File: src/rtl/scan_test_controller.sv
// Tester-side scan initiator: shifts a pattern into an SDFF chain, pulses one
// functional capture, unloads the response and compares it under a mask.
module scan_test_controller #(
  parameter int CHAIN_LEN = 4
) (
  input  logic                 CLK,
  input  logic                 RSTn,
  input  logic                 START,
  input  logic [CHAIN_LEN-1:0] PATTERN,
  input  logic [CHAIN_LEN-1:0] EXPECT,
  input  logic [CHAIN_LEN-1:0] MASK,
  input  logic                 SO,
  output logic                 SE,
  output logic                 SI,
  output logic                 BUSY,
  output logic                 DONE,
  output logic [CHAIN_LEN-1:0] RESPONSE,
  output logic                 PASS
);

  localparam int CW = $clog2(CHAIN_LEN + 1);

  typedef enum logic [2:0] {
    IDLE,
    LOAD,
    CAPTURE,
    UNLOAD,
    DONE_ST
  } state_t;

  state_t               state_q, state_d;
  logic [CW-1:0]        cnt_q, cnt_d;
  logic [CHAIN_LEN-1:0] pat_q, pat_d;
  logic [CHAIN_LEN-1:0] exp_q, exp_d;
  logic [CHAIN_LEN-1:0] mask_q, mask_d;
  logic [CHAIN_LEN-1:0] resp_sh_q, resp_sh_d;
  logic [CHAIN_LEN-1:0] resp_q, resp_d;
  logic [CHAIN_LEN-1:0] resp_next;
  logic                 se_q, se_d;
  logic                 si_q, si_d;
  logic                 busy_q, busy_d;
  logic                 done_q, done_d;
  logic                 pass_q, pass_d;
  logic                 last_bit;

  assign SE       = se_q;
  assign SI       = si_q;
  assign BUSY     = busy_q;
  assign DONE     = done_q;
  assign RESPONSE = resp_q;
  assign PASS     = pass_q;

  // Every output is a flop; the comb block below computes their next values.
  always_ff @(posedge CLK or negedge RSTn) begin
    if (!RSTn) begin
      state_q   <= IDLE;
      cnt_q     <= '0;
      pat_q     <= '0;
      exp_q     <= '0;
      mask_q    <= '0;
      resp_sh_q <= '0;
      resp_q    <= '0;
      se_q      <= 1'b0;
      si_q      <= 1'b0;
      busy_q    <= 1'b0;
      done_q    <= 1'b0;
      pass_q    <= 1'b0;
    end else begin
      state_q   <= state_d;
      cnt_q     <= cnt_d;
      pat_q     <= pat_d;
      exp_q     <= exp_d;
      mask_q    <= mask_d;
      resp_sh_q <= resp_sh_d;
      resp_q    <= resp_d;
      se_q      <= se_d;
      si_q      <= si_d;
      busy_q    <= busy_d;
      done_q    <= done_d;
      pass_q    <= pass_d;
    end
  end

  // The pattern is held pre-shifted so its MSB is always the next bit to drive;
  // SO samples enter at bit 0 so the first one (FFn) ends up in the MSB.
  always_comb begin
    state_d   = state_q;
    cnt_d     = cnt_q;
    pat_d     = pat_q;
    exp_d     = exp_q;
    mask_d    = mask_q;
    resp_sh_d = resp_sh_q;
    resp_d    = resp_q;
    se_d      = se_q;
    si_d      = si_q;
    busy_d    = busy_q;
    done_d    = 1'b0;
    pass_d    = pass_q;

    last_bit     = (cnt_q == CW'(CHAIN_LEN - 1));
    resp_next    = resp_sh_q << 1;
    resp_next[0] = SO;

    case (state_q)
      IDLE: begin
        se_d   = 1'b0;
        si_d   = 1'b0;
        busy_d = 1'b0;
        if (START) begin
          state_d = LOAD;
          cnt_d   = '0;
          pat_d   = PATTERN << 1;
          exp_d   = EXPECT;
          mask_d  = MASK;
          se_d    = 1'b1;
          si_d    = PATTERN[CHAIN_LEN-1];
          busy_d  = 1'b1;
        end
      end

      LOAD: begin
        if (last_bit) begin
          state_d = CAPTURE;
          cnt_d   = '0;
          se_d    = 1'b0;
          si_d    = 1'b0;
        end else begin
          cnt_d = cnt_q + CW'(1);
          si_d  = pat_q[CHAIN_LEN-1];
          pat_d = pat_q << 1;
        end
      end

      CAPTURE: begin
        state_d   = UNLOAD;
        cnt_d     = '0;
        resp_sh_d = '0;
        se_d      = 1'b1;
        si_d      = 1'b0;
      end

      UNLOAD: begin
        resp_sh_d = resp_next;
        if (last_bit) begin
          state_d = DONE_ST;
          cnt_d   = '0;
          se_d    = 1'b0;
          done_d  = 1'b1;
          resp_d  = resp_next;
          pass_d  = (((resp_next ^ exp_q) & mask_q) == '0);
        end else begin
          cnt_d = cnt_q + CW'(1);
        end
      end

      DONE_ST: begin
        state_d = IDLE;
        se_d    = 1'b0;
        si_d    = 1'b0;
        busy_d  = 1'b0;
      end

      default: begin
        state_d = IDLE;
        cnt_d   = '0;
        se_d    = 1'b0;
        si_d    = 1'b0;
        busy_d  = 1'b0;
      end
    endcase
  end

endmodule

File: config.mk
export PLATFORM = sky130hd
export DESIGN_NAME = scan_test_controller
export DESIGN_NICKNAME = d
export VERILOG_FILES = /design/src/rtl/scan_test_controller.sv
export SDC_FILE = /design/constraint.sdc
export NUM_CORES = 1
export LEC_CHECK = 0
export CAP_MARGIN = 20
export CORE_UTILIZATION = 53
export CTS_BUF_LIST = sky130_fd_sc_hd__clkbuf_8
export DETAILED_ROUTE_END_ITERATION = 16
export PLACE_DENSITY = 0.81
export SETUP_SLACK_MARGIN = 0.15
export SLEW_MARGIN = 40
export SYNTH_ARGS = -nofsm -noshare
export SYNTH_HDL_FRONTEND = slang
export SYNTH_SLANG_ARGS = --single-unit
File: constraint.sdc
create_clock -name CLK -period 1.9 [get_ports CLK]
set_input_delay 0.57 -clock CLK [delete_from_list [all_inputs] [get_ports CLK]]
set_output_delay 0.57 -clock CLK [all_outputs]
set_load 0.02 [all_outputs]
==> Word-level counts from Yosys, hierarchy flattened <==
Index checks and enable logic that the tools add are counted.
{ "totals": {"ff_bits": 30, "in_bits": 16, "out_inout_bits": 9, "word_cells": 57} }
{ "op_classes": {"add_sub_neg": 1, "n_eq_ne": 10, "muxes": 20, "bitwise_logic": 3, "reduce_logical": 11} }
{ "op_table": {"columns": ["cell", "count"], "rows": [
  ["$mux 3", 5],
  ["$pmux 3 s4", 1],
  ["$eq 3x2->1 const B", 3],
  ["$pmux 3 s3", 1],
  ["$mux 4", 2],
  ["$ne 2x2->1 const B", 4],
  ["$pmux 4 s2", 1],
  ["$mux 1", 6],
  ["$pmux 1 s3", 2],
  ["$pmux 3 s2", 1],
  ["$reduce_and 2->1", 3],
  ["$reduce_and 3->1", 2],
  ["$and 4x4->4", 1],
  ["$logic_not 4->1", 1],
  ["$reduce_bool 2->1", 2],
  ["$xor 4x4->4", 1],
  ["$add 3x1->3 const B", 1],
  ["$eq 3x1->1 const B", 1],
  ["$eq 3x3->1 const B", 1],
  ["$logic_not 3->1", 1],
  ["$reduce_or 3->1", 1],
  ["$ne 2x1->1 const B", 1],
  ["$pmux 1 s2", 1],
  ["$reduce_or 2->1", 1],
  ["$not 1->1", 1]
]} }

==> Depth between registers and ports, before layout <==
Gate-level depths: netlist of run 1.
{ "logic_depth": {"depth_word": 3, "depth_mapped": 5, "ltp_nobuf": 5} }

==> Worst setup path after synthesis of run 1 <==
Ideal clock, no wire load.
{ "synth_timing": {"path_kind": "register to register", "start": "register cnt_q[0]", "end": "register pat_q[1]", "setup_time_ns": 0.125, "arrival_ns": 1.517, "path_slack_ns": 0.258, "path_stages_with_launch": 5, "period_less_slack_ns": 1.642, "path_cell_list": "dfrtp_1 ha_1 nor2b_1 a2111oi_4 mux2_2"} }
{ "synth_between": {"elab_chain_cells": 3} }
{ "synth_rtl": {"columns": ["element", "line", "text"], "rows": [
  ["start, declared", "32", "logic [CW-1:0] cnt_q, cnt_d;"],
  ["start signal, assigned", "70", "cnt_q <= cnt_d;"],
  ["$eq 3x2->1", "100", "last_bit = (cnt_q == CW'(CHAIN_LEN - 1));"],
  ["$ne 2x2->1 (no source line)", null, null],
  ["$reduce_and 3->1 (no source line)", null, null],
  ["end signal, assigned", "71", "pat_q <= pat_d;"],
  ["end, declared", "33", "logic [CHAIN_LEN-1:0] pat_q, pat_d;"]
]} }
Every way passes these cells.
A chain may end at the register's enable or synchronous reset.

==> Final worst setup path of run 1 <==
{ "layout_timing": {"start": "register cnt_q[0]", "end": "register pat_q[3]"} }
The elaborated chain is that of the path after synthesis.

==> results.tsv, run 1 <==
stage	metric	value	unit
run_status	status	finished, final reports clean	
cts	htree_num_levels	2	
route	wirelength	2470	microns
pwr	vdd_drop_max	0.00113	V
pwr	intPower	1860	uW
finish	layout.nets	158	
cts	cts.clk_slew.worst_paths	60	ps
job	maxCapViolCount	0	
pwr	netSwitchingPower	964	uW
setup_path	cp_max_fo	3	
route	drt_iter0_markers	9	
hold_path	hold_class	register to register	
pwr	seqPwrFrac	0.384	
global_routing	grtUsageTotal	0.228	
timing	post-route-min-period	1690	ps
setup_path	critPathCaptureType	register	
timing	fmax	591	MHz
setup_path	worstPathArrival	1860	ps
finish	drive_above_1_share	0.303	
cts	clk_path_buf_depth	2	
setup_path	critical_path_class	register to register	
logic_synthesis	syn_avg_cell_area	12.7	sq um
cts	numCtsBuffers	5	
logic_synthesis	synth_edf_count	0	
cts	clock-sinks	29	
global_routing	grt-ovfl-total	0	
finish	mostFrequentLayoutCells	dfrtp_1, mux2_2, clkdlybuf4s50_1	
logic_synthesis	synth_cells	104	
cts	clock_latency	290	ps
global_routing	antenna_found_initial	0	
timing	slew_violations	0	
floorplan	die_w	51.9	microns
floorplan	initial_core_util	0.581	
timing	fin_ws	209	ps
floorplan	fp-row-count	17	
pwr	p_leak	0.000829	uW
timing	worst_clock_skew	5.04	ps
floorplan	dieArea	2700	sq um
global_routing	grt_pass1_wl	4240	microns
setup_path	worstPathRequired	2070	ps
logic_synthesis	yosysUniqueCellTypes	33	
pwr	power_density	1600	nW/um^2
timing	max_slew_margin	0.714	
logic_synthesis	yosysWarnings	0	
pwr	switching_share	0.341	
placed_design	pre_cts_ws	-157	ps
finish	multi_input_area	588	sq um
pwr	total_power	2820	uW
placed_design	dp_cells	160	
logic_synthesis	synthArstFlopShare	1.00	
finish	mostFrequentLayoutCell	dfrtp_1	
route	vias	906	
logic_synthesis	yosysSeqAreaShare	0.549	
timing	finalHoldViolCount	0	
placed_design	gp_congestion	0.817	
placed_design	io_buffers	24	
finish	seq_area	726	sq um
logic_synthesis	ys.flop_type	dfrtp_1	
setup_path	critPathLaunchType	register	
route	drc	0	
logic_synthesis	netlist_area	1320	sq um
timing	min_period_over_period	0.890	
global_routing	grt_pass1_vias	966	
route	vias_per_cell	5.33	
route	routedWlPerCell	14.5	microns
timing	whs	506	ps
pwr	p_clk_frac	0.197	
floorplan	die_y	51.9	microns
route	dr.pass1.iters	4	
route	ant_nets	0	
cts	cts_tree	yes	
cts	root_buffer	clkbuf_8	
timing	worstMarginPinSlew	428	ps
finish	syn2layout_area_growth	33.9	%
logic_synthesis	synth-seq-cells	29	
finish	antenna_cells	0	
logic_synthesis	synth.net_count	121	
timing	final-setup-viol-count	0	
floorplan	core	2280	sq um
finish	fin_cells	170	
timing	grt_setup_unrepaired	false	
finish	fillers	150	
floorplan	io_pins	25	
placed_design	dpl.hpwl	1690	microns
global_routing	grt_max_degree	30	
pwr	p_comb_frac	0.420	
==> cell families (layout without fill, tap and decap cells) <==
family,after synthesis,after routing,share of synthesized area
flip-flops,29,29,0.549
XOR/XNOR,5,5,0.0331
buffers and inverters,6,44,0.0294
multiplexers,17,17,0.145
adder cells (fa/ha/maj),1,1,0.00947
AO/OA/AOI/OAI,16,16,0.0938
AND/OR/NAND/NOR,30,30,0.140
==> per-stage QoR <==
step           setup TNS (ps)  utilization  cell area, sq um
6_report                    0        0.777              1770
5_1_grt                     0        0.777              1770
4_1_cts                     0        0.760              1730
3_5_place_dp            -1590        0.718              1630
3_3_place_gp            -1520        0.718              1630
2_1_floorplan               0            -              1320
==> final timing paths <==
check / slack, ps / to / cells past startpoint / startpoint
min in group asynchronous: 660 / BUSY / 2 / RSTn
max in group asynchronous: 960 / exp_q[1] / 2 / RSTn
min: 510 / RESPONSE[3] / 1 / RESPONSE[3]
min reg2reg: 510 / RESPONSE[3] / 1 / RESPONSE[3]
max reg2reg: 210 / pat_q[3] / 4 / cnt_q[0]
max: 210 / pat_q[3] / 4 / cnt_q[0]
==> registers in the layout, summed over array words and instances (netlist names) <==
name / cells
mask_q: 4
SI: 1
cnt_q: 3
SE: 1
exp_q: 4
state_q: 3
BUSY: 1
resp_sh_q: 3
DONE: 1
PASS: 1
pat_q: 3
RESPONSE: 4
==> power by group through the flow <==
stage          clock network [uW]  registers [uW]  logic, uW
2_1_floorplan                   0            1130        723
3_3_place_gp                    0            1070       1120
3_5_place_dp                    0            1090       1160
4_1_cts                       565            1080       1120
5_1_grt                       597            1120       1310
6_report                      555            1080       1180
==> timing repair <==
| action | in CTS | in global routing |
|---|---|---|
| pin swaps | 1 | 2 |
| buffers inserted | 0 | 2 |
| gates resized for setup | 12 | 5 |
| hold buffers | 0 | 0 |
| setup endpoints to repair | 20 | 3 |
| endpoints found under the hold margin | 0 | 0 |
==> layout make-up <==
cell class,count,area share
clock buffer,7,0.0545
clock inverter,1,0.00283
inverter,3,0.00636
multi-input combinational,69,0.332
sequential,29,0.410
tap,28,0.0198
timing repair buffer,33,0.174
==> per-layer routing <==
metal	vias up	GRT usage	share of wire
met5	-	0	0
met4	0	0.135	0.022
met3	6	0.0906	0.055
met2	26	0.355	0.48
met1	438	0.263	0.44
li1	436	-	-
==> synthesized netlist by cell type, types with 2 or more instances <==
master | n | area share
a22oi_1 | 2 | 0.011
xor2_1 | 5 | 0.033
mux2_2 | 17 | 0.14
a31oi_1 | 2 | 0.0095
nor2_1 | 2 | 0.0057
nor2b_1 | 2 | 0.0095
dfrtp_1 | 29 | 0.55
buf_6 | 2 | 0.017
o21ai_0 | 6 | 0.023
and2b_1 | 2 | 0.011
nand2_1 | 9 | 0.026
nand3_1 | 3 | 0.011
inv_1 | 3 | 0.0085
==> worst max-delay path, stage by stage, from the launching register on <==
cell,delay (ps)
dfrtp_1,420
ha_4,180
nor2b_4,140
a2111oi_4,490
mux2_4,340
Power figures use the tool's default switching activity.
==> run 2: changes to the inputs <==
--- a/config.mk
+++ b/config.mk
@@ -5,11 +5,13 @@
 export SDC_FILE = /design/constraint.sdc
 export NUM_CORES = 1
 export LEC_CHECK = 0
+export ABC_AREA = 1
 export CAP_MARGIN = 20
-export CORE_UTILIZATION = 53
+export CORE_MARGIN = 2
+export CORE_UTILIZATION = 54
 export CTS_BUF_LIST = sky130_fd_sc_hd__clkbuf_8
 export DETAILED_ROUTE_END_ITERATION = 16
-export PLACE_DENSITY = 0.81
+export PLACE_DENSITY = 0.82
 export SETUP_SLACK_MARGIN = 0.15
 export SLEW_MARGIN = 40
 export SYNTH_ARGS = -nofsm -noshare
==> run 2 against run 1 <==
  * Cell area rose by 0.57%
  * Critical endpoint is now SI
  * Highest routed layer unchanged
  * Critical path type is now register to output pin
  * Register-to-register slack improved by 280 ps
  * Clock skew fell by 0.63 ps
  * Largest cell class unchanged
  * Area after synthesis rose by 6.0%
  * Clock-buffer cell count fell by 1
  * Clock power rose by 17%
  * Synthesized cell count rose by 45%
  * Combinational power rose by 4%
  * Sequential cell count did not move
==> results.tsv, run 2 <==
stage	metric	value	unit
route	ant_nets	0	
timing	fin_ws	340	ps
logic_synthesis	synth_area_leader_cell	dfrtp_1	
setup_path	r2r_cells	6	
cts	clock-sinks	29	
finish	fillers	187	
timing	min_period_over_period	0.821	
cts	cts_tree	yes	
global_routing	grtUsageTotal	0.209	
setup_path	cp_slowest_stage_delay	390	ps
cts	postCtsSetupBuffers	0	
floorplan	initial_core_util	0.565	
setup_path	slowest_stage	dfrtp_1	
timing	final-setup-viol-count	0	
timing	worstMarginPinSlew	401	ps
global_routing	grt-ovfl-total	0	
route	routedWlPerCell	12.6	microns
setup_path	critical_path_class	register to output pin	
logic_synthesis	ys_top_cells_by_area	dfrtp_1, nand2_1, o21ai_2	
logic_synthesis	synthAdderAreaFrac	0.00894	
finish	mostFrequentLayoutCells	nand2_1, dfrtp_1, inv_1, clkdlybuf4s50_1, nand3_1	
logic_synthesis	yosysMostFrequentCell	nand2_1	
finish	syn2layout_area_growth	27.1	%
logic_synthesis	synthMuxAreaShare	0	
floorplan	die_w	54.9	microns
logic_synthesis	yosys.area_share.simple	0.306	
route	wirelength	2680	microns
placed_design	dpl.hpwl	1970	microns
logic_synthesis	yosysUniqueCellTypes	24	
setup_path	cp_max_fo	2	
cts	cts-resized-gates	9	
logic_synthesis	netlist_area	1400	sq um
pwr	power_density	1670	nW/um^2
timing	fin_tns_setup	0	ps
timing	post-route-min-period	1560	ps
logic_synthesis	yosysWarnings	0	
setup_path	critPathTopFamily	flip-flops	
global_routing	grt_max_degree	30	
timing	worst_clock_skew	4.40	ps
timing	finalHoldViolCount	0	
route	drc	0	
pwr	p_leak	0.000884	uW
cts	cts.clk_slew.worst_paths	60	ps
finish	mostFrequentLayoutCell	nand2_1	
setup_path	r2r_end	RESPONSE[2]	
run_status	status	finished, final reports clean	
route	drt_iter0_markers	19	
floorplan	die_y	54.9	microns
floorplan	fp-row-count	18	
logic_synthesis	synth_top_area_frac	0.518	
placed_design	gp_congestion	0.811	
logic_synthesis	ys.flop_type	dfrtp_1	
cts	htree_num_levels	2	
timing	grt_setup_unrepaired	false	
pwr	total_power	2970	uW
finish	drive_above_1_share	0.208	
logic_synthesis	synth.net_count	168	
timing	fmax	641	MHz
setup_path	critPathLaunchType	register	
logic_synthesis	synth_top_family_by_area	simple AND/OR/NAND/NOR gates	
setup_path	worstPathRequired	1330	ps
placed_design	pre_cts_ws	166	ps
finish	layout.nets	199	
logic_synthesis	synth_edf_count	0	
finish	fin_cells	213	
cts	clock_latency	270	ps
setup_path	cp_num_buf_inv	1	
floorplan	dieArea	3020	sq um
hold_path	hold_class	register to register	
logic_synthesis	synth_cells	151	
cts	cts_hold_buffers	0	
placed_design	io_buffers	24	
setup_path	reg2reg_slack	490	ps
pwr	vdd_drop_max	0.00104	V
logic_synthesis	yosysSeqAreaShare	0.518	
logic_synthesis	synthTopCellsByCount	nand2_1, dfrtp_1, inv_1, nand3_1, o21ai_2	
setup_path	critPathCaptureType	output pin	
setup_path	endpoint	SI	
logic_synthesis	synthXorXnorAreaFrac	0	
cts	root_buffer	clkbuf_8	
floorplan	core	2480	sq um
logic_synthesis	synth-seq-cells	29	
timing	max_slew_margin	0.732	
setup_path	crit_path_cell_trace	dlygate4sd2_1	
setup_path	regToRegStartpoint	cnt_q[0]	
route	vias	1077	
route	dr.pass1.iters	4	
placed_design	dp_cells	205	
timing	slew_violations	0	
cts	numCtsBuffers	5	
finish	antenna_cells	0	
logic_synthesis	synthArstFlopShare	1.00	
cts	clk_path_buf_depth	2	
job	maxCapViolCount	0	
floorplan	io_pins	25	
setup_path	crit_cells	1	
global_routing	antenna_found_initial	0	
route	vias_per_cell	5.06	
setup_path	worstPathArrival	990	ps
global_routing	grt_pass1_wl	4300	microns
logic_synthesis	syn_avg_cell_area	9.27	sq um
global_routing	grt_pass1_vias	1011	
logic_synthesis	synth_compound_area_frac	0.105	
setup_path	critPathLaunch	SI	
[run 2: worst min path at each step]
stage,from,to,slack [ps],cells after the start
after floorplan,RSTn,BUSY,270,0
after global placement,cnt_q[0],cnt_q[0],460,1
after detailed placement,pat_q[1],pat_q[1],480,2
after CTS,cnt_q[0],cnt_q[0],480,1
after global routing,cnt_q[0],cnt_q[0],500,1
final,cnt_q[0],cnt_q[0],490,1
[run 2: cells by family (layout without fill, tap and decap cells)]
family                   after synthesis  count (layout)
AO/OA/AOI/OAI                         21              21
adder cells (fa/ha/maj)                1               1
buffers and inverters                 20              52
flip-flops                            29              29
AND/OR/NAND/NOR                       80              80
[run 2: where the power goes]
part,switching (uW),internal (uW)
sequential,200,882
clock,229,422
combinational,754,480
[run 2: stage by stage]
stage | hold slack, ps | util | cell area (sq um)
final | 486 | 0.718 | 1780
after CTS | 484 | 0.718 | 1780
after global placement | 460 | 0.676 | 1670
after floorplan | 274 | - | 1400
after global routing | 501 | 0.718 | 1780
after detailed placement | 480 | 0.676 | 1670
[run 2: layer usage]
layer | GRT usage | share of wire
met1 | 0.273 | 0.48
met2 | 0.310 | 0.45
met3 | 0.0645 | 0.050
met4 | 0.110 | 0.018
met5 | 0 | 0
[run 2: area by class of cell]
cell class	instances	area, sq um	share of cell area
multi-input combinational	102	587	0.330
inverter	19	76.3	0.0429
tap	30	37.5	0.0211
timing repair buffer	25	236	0.133
sequential	29	726	0.408
clock buffer	6	82.6	0.0464
clock inverter	2	33.8	0.0190
==> run 3: changes to the inputs <==
==> constraint.sdc (replaced) <==
create_clock -name CLK -period 1.6 [get_ports CLK]
set_input_delay 0.48 -clock CLK [delete_from_list [all_inputs] [get_ports CLK]]
set_output_delay 0.48 -clock CLK [all_outputs]
set_load 0.02 [all_outputs]
==> run 3 against run 2 <==
  * Critical path depth unchanged
  * Final cell count grew 0.47%
  * Clock skew is 1.6 ps lower
  * First-iteration DRC count grew 63%
  * Worst hold slack worse by 5.0 ps
  * Highest routed layer unchanged
  * Sequential cell count unchanged
  * Cell area fell by 1.8%
  * Register-to-register slack got worse by 190 ps
==> results.tsv, run 3 (synthesis results as in run 2) <==
stage	metric	value	unit
run_status	status	finished, final reports clean	
floorplan	die_y	54.9	microns
route	vias_per_cell	5.20	
cts	clk_path_buf_depth	2	
setup_path	crit_cells	1	
pwr	p_leak	0.000865	uW
placed_design	pre_cts_ws	-46.8	ps
finish	syn2layout_area_growth	24.8	%
finish	drive_above_1_share	0.239	
timing	min_period_over_period	0.888	
timing	whs	481	ps
cts	cts.clk_slew.worst_paths	60	ps
route	routedWlPerCell	13.3	microns
timing	slew_violations	0	
route	dr.pass1.iters	4	
floorplan	initial_core_util	0.565	
cts	root_buffer	clkbuf_8	
timing	worstMarginPinSlew	342	ps
floorplan	die_w	54.9	microns
cts	numCtsBuffers	5	
setup_path	endpoint	PASS	
finish	mostFrequentLayoutCells	nand2_1, dfrtp_1, inv_1	
timing	finalHoldViolCount	0	
setup_path	cp_num_buf_inv	1	
global_routing	grt_max_degree	30	
setup_path	cp_max_fo	2	
route	drt_iter0_markers	31	
pwr	total_power	3330	uW
global_routing	grt-ovfl-total	0	
placed_design	dpl.hpwl	2110	microns
setup_path	worstPathRequired	1120	ps
setup_path	slowest_stage	dfrtp_1	
finish	fillers	201	
job	maxCapViolCount	0	
finish	mostFrequentLayoutCell	nand2_1	
setup_path	reg2reg_slack	300	ps
finish	layout.nets	200	
cts	htree_num_levels	2	
pwr	power_density	1910	nW/um^2
setup_path	r2r_end	RESPONSE[1]	
setup_path	crit_path_cell_trace	clkdlybuf4s15_1	
finish	final_area	1750	sq um
setup_path	critPathCaptureType	output pin	
timing	grt_setup_unrepaired	false	
cts	postCtsSetupBuffers	0	
timing	fin_tns_setup	0	ps
finish	antenna_cells	0	
global_routing	grt_pass1_vias	1111	
floorplan	core	2480	sq um
timing	post-route-min-period	1420	ps
pwr	vdd_drop_max	0.00128	V
floorplan	dieArea	3020	sq um
setup_path	critPathLaunch	PASS	
placed_design	placed_cell_area	1690	sq um
global_routing	grtUsageTotal	0.228	
cts	cts_tree	yes	
cts	clock-sinks	29	
setup_path	critPathTopFamily	flip-flops	
cts	cts_hold_buffers	0	
timing	fin_ws	178	ps
global_routing	grt_pass1_wl	4700	microns
route	vias	1112	
cts	clock_latency	280	ps
floorplan	io_pins	25	
placed_design	gp_congestion	0.877	
global_routing	antenna_found_initial	0	
hold_path	hold_class	register to register	
placed_design	io_buffers	24	
route	ant_nets	0	
setup_path	regToRegStartpoint	cnt_q[0]	
floorplan	fp-row-count	18	
route	drc	0	
timing	fmax	703	MHz
setup_path	worstPathArrival	940	ps
timing	worst_clock_skew	2.78	ps
timing	max_slew_margin	0.770	
setup_path	critical_path_class	register to output pin	
setup_path	cp_slowest_stage_delay	380	ps
setup_path	critPathLaunchType	register	
setup_path	r2r_cells	6	
route	wirelength	2850	microns
timing	final-setup-viol-count	0	
## run 3: cell count changes in the layout (fill, tap and decap cells not counted), sizes merged
cell,delta
clkdlybuf4s15,+3
bufinv,-1
dlygate4sd2,-9
buf,+1
inv,+2
clkbuf,+5
## run 3: stage by stage
step,utilization,std cells
after detailed placement,0.684,206
after global placement,0.684,206
after floorplan,-,151
final,0.705,214
after CTS,0.715,214
after global routing,0.705,214
## run 3: worst min-delay path by stage
stage	start	to	depth (start not counted)
6_report	pat_q[1]	pat_q[1]	2
5_1_grt	pat_q[1]	pat_q[1]	2
4_1_cts	pat_q[1]	pat_q[1]	2
3_5_place_dp	pat_q[1]	pat_q[1]	2
3_3_place_gp	pat_q[2]	pat_q[2]	2
2_1_floorplan	RSTn	BUSY	0
## run 3: final cells by class
| class | instances | area [sq um] | share of cell area |
|---|---|---|---|
| Clock buffer | 5 | 68.8 | 0.0394 |
| Inverter | 19 | 76.3 | 0.0437 |
| Multi-Input combinational cell | 102 | 589 | 0.337 |
| Tap cell | 30 | 37.5 | 0.0215 |
| Clock inverter | 3 | 11.3 | 0.00645 |
| Timing Repair Buffer | 26 | 238 | 0.136 |
| Sequential cell | 29 | 726 | 0.415 |
## run 3: where the power goes
group | internal (uW) | switching [uW]
Sequential | 1050 | 237
Combinational | 571 | 931
Clock | 289 | 260
Total | 1910 | 1430
## run 3: routing by layer
layer,share of wire,track usage,vias to the layer above
li1,-,-,556
met1,0.46,0.282,509
met2,0.45,0.351,36
met3,0.060,0.0511,11
met4,0.033,0.163,0
met5,0,0,-
## run 3: timing repair
action                     in CTS  in global routing
gates resized for setup        16                  9
setup endpoints to repair       9                 14
hold endpoints to repair        0                  0
==> patch, RTL diff (flow settings as in run 2) <==
The 5 states of `state_t` get a one-hot encoding in 5 bits.
--- a/src/rtl/scan_test_controller.sv
+++ b/src/rtl/scan_test_controller.sv
@@ -21,10 +21,10 @@
   localparam int CW = $clog2(CHAIN_LEN + 1);
 
-  typedef enum logic [2:0] {
-    IDLE,
-    LOAD,
-    CAPTURE,
-    UNLOAD,
-    DONE_ST
+  typedef enum logic [4:0] {
+    IDLE    = 5'b00001,
+    LOAD    = 5'b00010,
+    CAPTURE = 5'b00100,
+    UNLOAD  = 5'b01000,
+    DONE_ST = 5'b10000
   } state_t;
 
Behaviour: no difference found for any inputs over 10 cycles, from zero or initial values and one cycle with RSTn low; not proved beyond that.
==> patch against run 2 <==
Sequential cell count is 2 higher. Global-route usage increased by 2.4 points. Count of clock-buffer cells in the layout stayed put. Design area is 0.21% lower. Wire length rose by 4.6%. Register-to-register slack worse by 0.08 ns. Worst hold slack got worse by 0.0083 ns. Clock skew barely moved. Largest cell class unchanged. Utilization fell by 0.15 points. Setup slack worse by 0.0072 ns. Synthesized area rose by 0.18%.
Power is not compared: it rests on default switching activity, and its combinational part moved more than twofold at a synthesized area within 25%.
==> patch: results (changes against run 2) <==
| Metric | Value |
|---|---|
| Yosys cell types | `20 (-17%)` |
| Min Clock Period, post-route | `1.567 ns (+0.007244 ns)` |
| HP Start | `RESPONSE[0]$_DFFE_PN0P_` |
| Critical path peak fanout | `2 (unchanged)` |
| Area after DPL | `1695 um^2 (+1.3%)` |
| Total track usage | `0.2325 (+0.02395)` |
| DRT iter0 DRCs | `39 (+20)` |
| Grt met3 use | `0.1048 (+0.04032)` |
| Hold Path Depth | `2 (+1)` |
| WHS Endpoint | `RESPONSE[0]$_DFFE_PN0P_` |
| Top cells by count, synth | `nand2_1 (65), dfrtp_1 (30), nand3_1 (16)` |
| Worst setup endpoint | `RESPONSE[2]` |
| Setup slack at placement | `0.08530 ns (-0.08054 ns)` |
| Post-Route WL | `2802 um (+4.6%)` |
| GR Layer Usage met1 | `0.2940 (+0.02081)` |
| Met2 routed WL | `1356 um (+12%)` |
| Ys async rst share | `1.000 (unchanged)` |
| Critical path's largest stage delay | `0.39 ns (about the same)` |
| Post-Route M1 WL | `1254 um (-2.5%)` |
| Largest net degree at the start of global routing | `32 (+6.7%)` |
| CP startpoint | `RESPONSE[2]$_DFFE_PN0P_` |
| Outcome | `completed` |
| R2R depth | `5 (-1)` |
| Vias in the first global route | `1083 (+7.1%)` |
| Clk_lat worst skew | `0.29 ns (+0.02 ns)` |
| Syn_nets | `186 (+11%)` |
| Gpl congestion | `0.7749 (-4.5%)` |
| Layout Nets | `217 (+9.0%)` |
| Grt met2 use | `0.3512 (+0.04167)` |
| Average vias per placed instance | `5.173 (+2.3%)` |
| Slew HR | `0.8079 (+0.07585)` |
| Share of cells above drive strength 1 | `0.1095 (-0.09820)` |
| Mapped Cells | `169 (+12%)` |
| Hold Worst Slack | `0.4779 ns (-0.008292 ns)` |
| Final Skew | `0.004757 ns (+0.0003542 ns)` |
| Routed len/inst | `12.13 um (-3.6%)` |
| Routed length on met3 | `152 um (+13%)` |
| Min-delay worst type | `reg2reg` |
| Reg-to-reg slack, setup | `0.41 ns (-0.08 ns)` |
| CTS max path bufs | `2 (unchanged)` |
| Seq/Total Area, Yosys | `0.5540 (+0.03565)` |
| Detail Placement HPWL | `2025 um (+2.8%)` |
| Synth area leaders | `dfrtp_1 (54%), nand2_1 (17%), nand3_1 (5.7%), nor2_1 (4.0%), inv_1 (3.7%)` |
-- patch: cell types whose count changed after synthesis, moves of 2 or more --
cell,before,now
nand4_1,1,4
nand2_1,46,65
nand3_1,13,16
nor2_1,3,15
a21oi_1,3,0
nand3_4,2,0
nand2_2,5,1
inv_4,2,0
o21ai_2,8,0
o21ai_0,4,6
nand3_2,4,2
-- patch: layout make-up --
type                       count  area, um^2  area share
sequential                    31       777.0      0.4376
multi-input combinational    119       549.3      0.3094
timing repair buffer          26       256.5      0.1445
clock buffer                   6       82.58     0.04651
inverter                      17       63.81     0.03594
tap                           30       37.54     0.02114
clock inverter                 2       8.758    0.004933
-- patch: kinds of logic (layout without fill, tap and decap cells) --
group,after synthesis,after routing,share of synthesized area
AO/OA/AOI/OAI,9,9,0.03389
adder cells (fa/ha/maj),1,1,0.008919
buffers and inverters,19,51,0.05441
flip-flops,31,31,0.5540
AND/OR/NAND/NOR,109,109,0.3488
